`src/rtl/cascade_counter.sv`:
```
// Two-stage counter: a primary up/down counter with parallel load, and a secondary
// down-counter that decrements each time a stepping primary passes cmp_val.
module cascade_counter #(
    parameter int               WIDTH    = 4,
    parameter logic [WIDTH-1:0] SEC_INIT = '1,
    parameter bit               SATURATE = 1'b0
) (
    input  logic             clk,
    input  logic             rst,
    input  logic             en,
    input  logic             dir,
    input  logic             load,
    input  logic [WIDTH-1:0] load_val,
    input  logic [WIDTH-1:0] cmp_val,
    output logic [WIDTH-1:0] pri_cnt,
    output logic [WIDTH-1:0] sec_cnt,
    output logic             pri_wrap,
    output logic             match_pulse,
    output logic             sec_zero
);

    localparam logic [WIDTH-1:0] ALL_ONES = '1;
    localparam logic [WIDTH-1:0] ZERO     = '0;
    localparam logic [WIDTH-1:0] ONE      = {{(WIDTH-1){1'b0}}, 1'b1};

    logic [WIDTH-1:0] pri_step;
    logic [WIDTH-1:0] sec_dec;
    logic             wrap_evt;
    logic             match_evt;

    always_comb begin
        pri_step  = pri_cnt + ONE;
        wrap_evt  = (pri_cnt == ALL_ONES);
        if (dir) begin
            pri_step = pri_cnt - ONE;
            wrap_evt = (pri_cnt == ZERO);
        end
        // Compare uses the pre-step value, so the match shows one count past cmp_val.
        match_evt = (pri_cnt == cmp_val);
        sec_dec   = sec_cnt - ONE;
        if (sec_cnt == ZERO) begin
            sec_dec = SATURATE ? ZERO : ALL_ONES;
        end
    end

    always_ff @(posedge clk) begin
        if (rst) begin
            pri_cnt     <= ZERO;
            sec_cnt     <= SEC_INIT;
            pri_wrap    <= 1'b0;
            match_pulse <= 1'b0;
        end else if (load) begin
            pri_cnt     <= load_val;
            pri_wrap    <= 1'b0;
            match_pulse <= 1'b0;
        end else if (en) begin
            pri_cnt     <= pri_step;
            pri_wrap    <= wrap_evt;
            match_pulse <= match_evt;
            if (match_evt) begin
                sec_cnt <= sec_dec;
            end
        end else begin
            pri_wrap    <= 1'b0;
            match_pulse <= 1'b0;
        end
    end

    assign sec_zero = (sec_cnt == ZERO);

endmodule

```
`config.mk`:
```
export PLATFORM = sky130hd
export DESIGN_NAME = cascade_counter
export DESIGN_NICKNAME = d
export VERILOG_FILES = /design/src/rtl/cascade_counter.sv
export SDC_FILE = /design/constraint.sdc
export NUM_CORES = 1
export LEC_CHECK = 0
export CAP_MARGIN = 0
export CORE_UTILIZATION = 31
export DETAILED_ROUTE_END_ITERATION = 12
export PLACE_DENSITY = 0.7
export SLEW_MARGIN = 20
export SYNTH_ARGS = -nofsm -noshare
export SYNTH_HDL_FRONTEND = slang
export SYNTH_SLANG_ARGS = --single-unit
```
`constraint.sdc`:
```
create_clock -name clk -period 2.2 [get_ports clk]
set_input_delay 0.44 -clock clk [delete_from_list [all_inputs] [get_ports clk]]
set_output_delay 0.44 -clock clk [all_outputs]
set_load 0.05 [all_outputs]
```
==> impl_results.md, run 1 <==
- Post-synthesis sequential area ratio: 32.5%
- Final Hold Viols: 0
- Longest Clk Path Bufs: 2
- Critical Path Start: pri_cnt[0]
- EDFF count, synth: 0
- Clock Latency Late Sink: 0.27 ns
- CP Capture Type: primary output
- Worst R2R Setup Slack: 0.55 ns
- Most frequent cells in the layout: clkdlybuf4s50_1, dfxtp_1, inv_1
- Timing endpoint of the critical path: pri_cnt[0]
- Drt first pass iters: 4
- Fmax: 485 MHz
- Yosys top cell area share: 32.5%
- Die ar.: 0.00217 sq mm
- FF-to-FF End: pri_cnt[2]
- Critical Path RT: 1.76 ns
- Die Y: 46.6 um
- Post-Route WL: 1.56 mm
- Worst hold stages: 2
- DPL Wire Length: 1.18 mm
- Status: finished clean
- CTS Sinks: 10
- Post-synth ARST share: 0%
- Slowest CP cell: clkdlybuf4s50_1
- RSZ-0062 raised after global routing: no
- Leak: 0.373 nW
- CTS tree: yes
- Power Total: 0.514 mW
- Clock period minus worst slack: 2.06 ns
- Slew HR: 66.8%
- Wirelength per Cell: 12.1 um
- Commonest non-fill, non-tap cell in the layout: clkdlybuf4s50_1
- Drt drc: 0
- Reg clk slew, reported paths: 0.07 ns
- Port Buffers: 23
- Vias per cell: 4.93
- Met2 routed WL: 736 um
- Crit path depth: 1
- CTS resizes: 0
- Synth warn: 0
- GRT Total Usage: 17.0%
- Max incr delay on CP: 0.86 ns
- Max FO, Critical Path: 7
- Nets: 122
- Final ANT Viol Nets: 0
- Setup Skew: 0.00486 ns
- Slew Viols, Final: 0
- Post-DP Area: 903 sq um
- Share of cells above drive strength 1: 14.4%
- Post-Synthesis Cell Area: 617 sq um
- # H-tree levels: 1
- Final instance area: 940 sq um
- Hold Path Origin: sec_cnt[2]
- Routed vias: 636
- Number of buffers created by CTS: 3
- Dominant cells by area after synthesis: dfxtp_1, ha_1, xnor2_1
- Post-Synthesis Cells: 74
- Layout area overhead: 52.3%
- Unique masters post-synth: 29
- Met3 WL post-DR: 68 um
- Fin crit share: 93.7%
- Maxcap violations: 0
- Top sig layer: met4
- Vias in the first global route: 592
- Antenna violations before repair: 0
- CP bufs+invs: 1
- Grt ovf: 0
- Worst-margin pin slew: 0.496 ns
- Critical-path cell list: clkdlybuf4s50_1
- Core area: 0.00180 sq mm
- Max VDD drop: 269 uV
- Mean post-synth cell area: 8.34 sq um
- FF-to-FF Start: pri_cnt[0]
- Crit path max-delay family: buffers and inverters
- Die Width: 46.6 um
- Cell Pwr Density: 547 mW/mm^2
- CTS Hold Bufs: 0
- Critical Path AT: 1.62 ns
- Cell taking the most area after synthesis: dfxtp_1
- Initial Util: 34.2%
- Clk root buf: clkbuf_4
- Largest net degree at the start of global routing: 8
- R2R depth: 6
- Total negative slack: 0 ns
- Antenna cells: 0
- I/O pins: 24
- CP Launch Type: flop
- GP Congestion: 0.741
- Critical path type: reg2out
- Syn_nets: 91
- Synth Flop Type: dfxtp_1
- Post-CTS Setup Bufs: 0
- Setup violators final: 0
- First-pass GRT wire length: 2.53 mm
- Initial DRC count: 19
- Synth Register Bits: 10
- Final Util: 52.2%
- WHS: 0.550 ns
- Wl on met1: 702 um
- Worst min path class: reg2reg
- Num rows: 15
-- power by group --
group	switching, mW	leakage (nW)	total (mW)	internal [mW]
Clock	0.0708	0.0210	0.171	0.101
Combinational	0.0726	0.271	0.141	0.0688
Sequential	0.0130	0.0818	0.201	0.188
-- worst min path at each step --
stage | slack [ns] | endpoint
after global routing | 0.58 | sec_cnt[3]
after detailed placement | 0.55 | sec_cnt[3]
after floorplan | 0.51 | pri_cnt[0]
final | 0.55 | sec_cnt[2]
after global placement | 0.53 | sec_cnt[3]
after CTS | 0.56 | sec_cnt[2]
-- synth_stat cells, drive strengths merged (2+ instances only) --
| cell | number |
|---|---|
| xnor2 | 5 |
| or4 | 2 |
| nand2 | 4 |
| ha | 3 |
| o211ai | 2 |
| nor2 | 5 |
| inv | 9 |
| o31ai | 2 |
| a21oi | 5 |
| nor4 | 2 |
| nor3 | 2 |
| dfxtp | 10 |
| nand3 | 6 |
| o21ai | 4 |
| a21o | 2 |
-- per-layer routing --
metal  track usage [%]  vias to the layer above
met1              22.2                      299
met3              2.35                        4
met5                 0                        -
li1                  -                      319
met4              10.6                        0
met2              26.1                       14
-- cell type report --
cell class / instances / area [sq um]
Tap cell: 25 / 31.3
Sequential cell: 10 / 200
Inverter: 9 / 33.8
Multi-Input combinational cell: 53 / 373
Timing Repair Buffer: 28 / 265
Clock buffer: 4 / 36.3
Fill cell: 177 / 862
-- cells by family (layout without fill, tap and decap cells) --
kind of cell,count (synthesis),after routing,synth area share [%]
mux,1,1,1.83
xor+xnor,6,6,9.74
simple gates,24,24,20.3
fa+ha+maj,4,4,9.33
flops,10,10,32.5
buf+inv,11,41,7.91
compound gates,18,18,18.5
-- registers in the layout, indices dropped and copies added (netlist names) --
register     flops
sec_cnt          4
pri_cnt          4
match_pulse      1
pri_wrap         1
-- per-stage QoR --
| step | setup slack [ns] | cells |
|---|---|---|
| final | 0.139 | 129 |
| after global routing | 0.0808 | 129 |
| after CTS | 0.130 | 129 |
| after detailed placement | 0.0607 | 125 |
| after global placement | 0.111 | 125 |
| after floorplan | 0.175 | 74 |
(Power assumes the default switching activity.)
==> run 2: changes to the inputs <==
--- a/config.mk
+++ b/config.mk
@@ -6,9 +6,11 @@
 export NUM_CORES = 1
 export LEC_CHECK = 0
 export CAP_MARGIN = 0
-export CORE_UTILIZATION = 31
+export CELL_PAD_IN_SITES_DETAIL_PLACEMENT = 2
+export CELL_PAD_IN_SITES_GLOBAL_PLACEMENT = 2
+export CORE_UTILIZATION = 25
 export DETAILED_ROUTE_END_ITERATION = 12
-export PLACE_DENSITY = 0.7
+export PLACE_DENSITY = 0.82
 export SLEW_MARGIN = 20
 export SYNTH_ARGS = -nofsm -noshare
 export SYNTH_HDL_FRONTEND = slang
==> run 2 against run 1 <==
Critical endpoint unchanged; sequential power is essentially flat; worst setup slack lost 0.022 ns; die area rose by 23%; clock skew decreased by 0.0024 ns; critical path depth unchanged; non-clock buffer count did not move; final area increased by 0.40%; flip-flop and latch count unchanged; sequential share of layout area shrank 0.085 points; combinational power rose by 4%; clock power hardly changed.
==> impl_results.md, run 2 (synthesis results as in run 1) <==
- Vias per cell: 5.02 (+1.7%)
- DPL Wire Length: 1.67 mm (+42%)
- Fmax: 480 MHz (-1.1%)
- Hold Path Origin: sec_cnt[3]
- Die ar.: 0.00267 sq mm (+23%)
- Reg clk slew, reported paths: 0.07 ns (about the same)
- Routed vias: 662 (+4.1%)
- CTS Hold Bufs: 0 (unchanged)
- RSZ-0062 raised after global routing: no
- Worst hold stages: 2 (unchanged)
- Maxcap violations: 0 (unchanged)
- Cell Pwr Density: 548 mW/mm^2 (+0.17%)
- Initial Util: 27.1% (-7.1 points)
- CTS Sinks: 10 (unchanged)
- GRT Total Usage: 17.8% (+0.80 points)
- Die Y: 51.7 um (+11%)
- Core area: 0.00228 sq mm (+26%)
- GP Congestion: 0.754 (+1.8%)
- Critical-path cell list: clkdlybuf4s50_1
- Grt ovf: 0 (unchanged)
- Clock Latency Late Sink: 0.27 ns (about the same)
- CTS resizes: 0 (unchanged)
- Antenna violations before repair: 0 (unchanged)
- CTS tree: yes
- Longest Clk Path Bufs: 2 (unchanged)
- Critical Path RT: 1.76 ns (about the same)
- Drt drc: 0 (unchanged)
- Worst-margin pin slew: 0.520 ns (+0.0236 ns)
- Clk root buf: clkbuf_4
- Critical path type: reg2out
- Max FO, Critical Path: 7 (unchanged)
- Die Width: 51.7 um (+11%)
- Number of buffers created by CTS: 3 (unchanged)
- FF-to-FF Start: pri_cnt[2]
- # H-tree levels: 1 (unchanged)
- Layout area overhead: 52.9%
- Critical Path AT: 1.64 ns (+0.02 ns)
- Antenna cells: 0 (unchanged)
- Final Hold Viols: 0 (unchanged)
- Most frequent cells in the layout: clkdlybuf4s50_1, dfxtp_1, inv_1
- WHS Endpoint: sec_cnt[3]
- CP bufs+invs: 1 (unchanged)
- CP Launch Type: flop
- Num rows: 17 (+2)
- Final ANT Viol Nets: 0 (unchanged)
- Clock period minus worst slack: 2.08 ns (+0.0223 ns)
- Wirelength per Cell: 15.7 um (+30%)
- R2R depth: 5 (-1)
- Setup Skew: 0.00244 ns (-0.00242 ns)
- Crit path max-delay family: buffers and inverters
- Slew HR: 65.2% (-1.6 points)
- Fin crit share: 94.7% (+1.0 points)
- Crit path depth: 1 (unchanged)
- Post-Route WL: 2.07 mm (+33%)
- Setup violators final: 0 (unchanged)
- Biggest regs: pri_cnt x4, sec_cnt x4
- Leak: 0.374 nW (+0.13%)
- Max incr delay on CP: 0.87 ns (about the same)
- First-pass GRT wire length: 3.38 mm (+34%)
- Slew Viols, Final: 0 (unchanged)
- Slowest CP cell: clkdlybuf4s50_1
- Worst R2R Setup Slack: 0.51 ns (-0.04 ns)
- DP Cell Count: 128 (+2.4%)
- Post-DP Area: 907 sq um (+0.42%)
- Share of cells above drive strength 1: 14.4% (unchanged)
- Final instance area: 943 sq um (+0.40%)
- Max VDD drop: 349 uV (+30%)
- Commonest non-fill, non-tap cell in the layout: clkdlybuf4s50_1
- Finished Layout Cells: 132 (+2.3%)
- Worst min path class: reg2reg
- I/O pins: 24 (unchanged)
- Vias in the first global route: 716 (+21%)
- Largest net degree at the start of global routing: 8 (unchanged)
- CP Capture Type: primary output
- Post-CTS Setup Bufs: 0 (unchanged)
- Initial DRC count: 6 (-13)
- Nets: 122 (unchanged)
- FF-to-FF End: pri_cnt[3]
- Status: finished clean
- Drt first pass iters: 3 (-1)
- Total negative slack: 0 ns (unchanged)
- Port Buffers: 23 (unchanged)
-- run 2: area by class of cell --
cell class,count,area (sq um)
Fill cell,265,1330
Timing Repair Buffer,28,265
Multi-Input combinational cell,53,373
Inverter,9,33.8
Tap cell,28,35.0
Clock buffer,4,36.3
Sequential cell,10,200
-- run 2: how the worst max path moves through the flow --
stage | end | slack [ns] | from
detailed placement | pri_cnt[2] | 0.05 | dir
floorplan | sec_cnt[0] | 0.18 | sec_cnt[0]
global route | pri_cnt[0] | 0.04 | pri_cnt[0]
global placement | pri_cnt[2] | 0.11 | dir
CTS | pri_cnt[0] | 0.1 | pri_cnt[0]
finish | pri_cnt[0] | 0.12 | pri_cnt[0]
-- run 2: metal layers --
metal / GRT usage [%] / wire, um / vias up
met1: 20.4 / 868 / 324
met2: 32.9 / 1120 / 17
met5: 0 / 0 / -
met4: 6.76 / 0 / 0
li1: - / - / 321
met3: 2.63 / 80 / 0
-- run 2: power by group --
| group | internal (mW) | total, mW | switching [mW] |
|---|---|---|---|
| clock network | 0.100 | 0.169 | 0.0688 |
| registers | 0.188 | 0.202 | 0.0136 |
| logic | 0.0681 | 0.146 | 0.0777 |
| total | 0.357 | 0.517 | 0.160 |
-- run 2: metrics by stage --
stage	setup WS [ns]	total power [mW]	util (%)	hold slack (ns)
after floorplan	0.175	0.287	-	0.509
after global placement	0.112	0.344	39.9	0.534
after detailed placement	0.0463	0.352	39.9	0.556
after CTS	0.0977	0.527	41.5	0.567
after global routing	0.0436	0.547	41.5	0.591
final	0.117	0.517	41.5	0.554
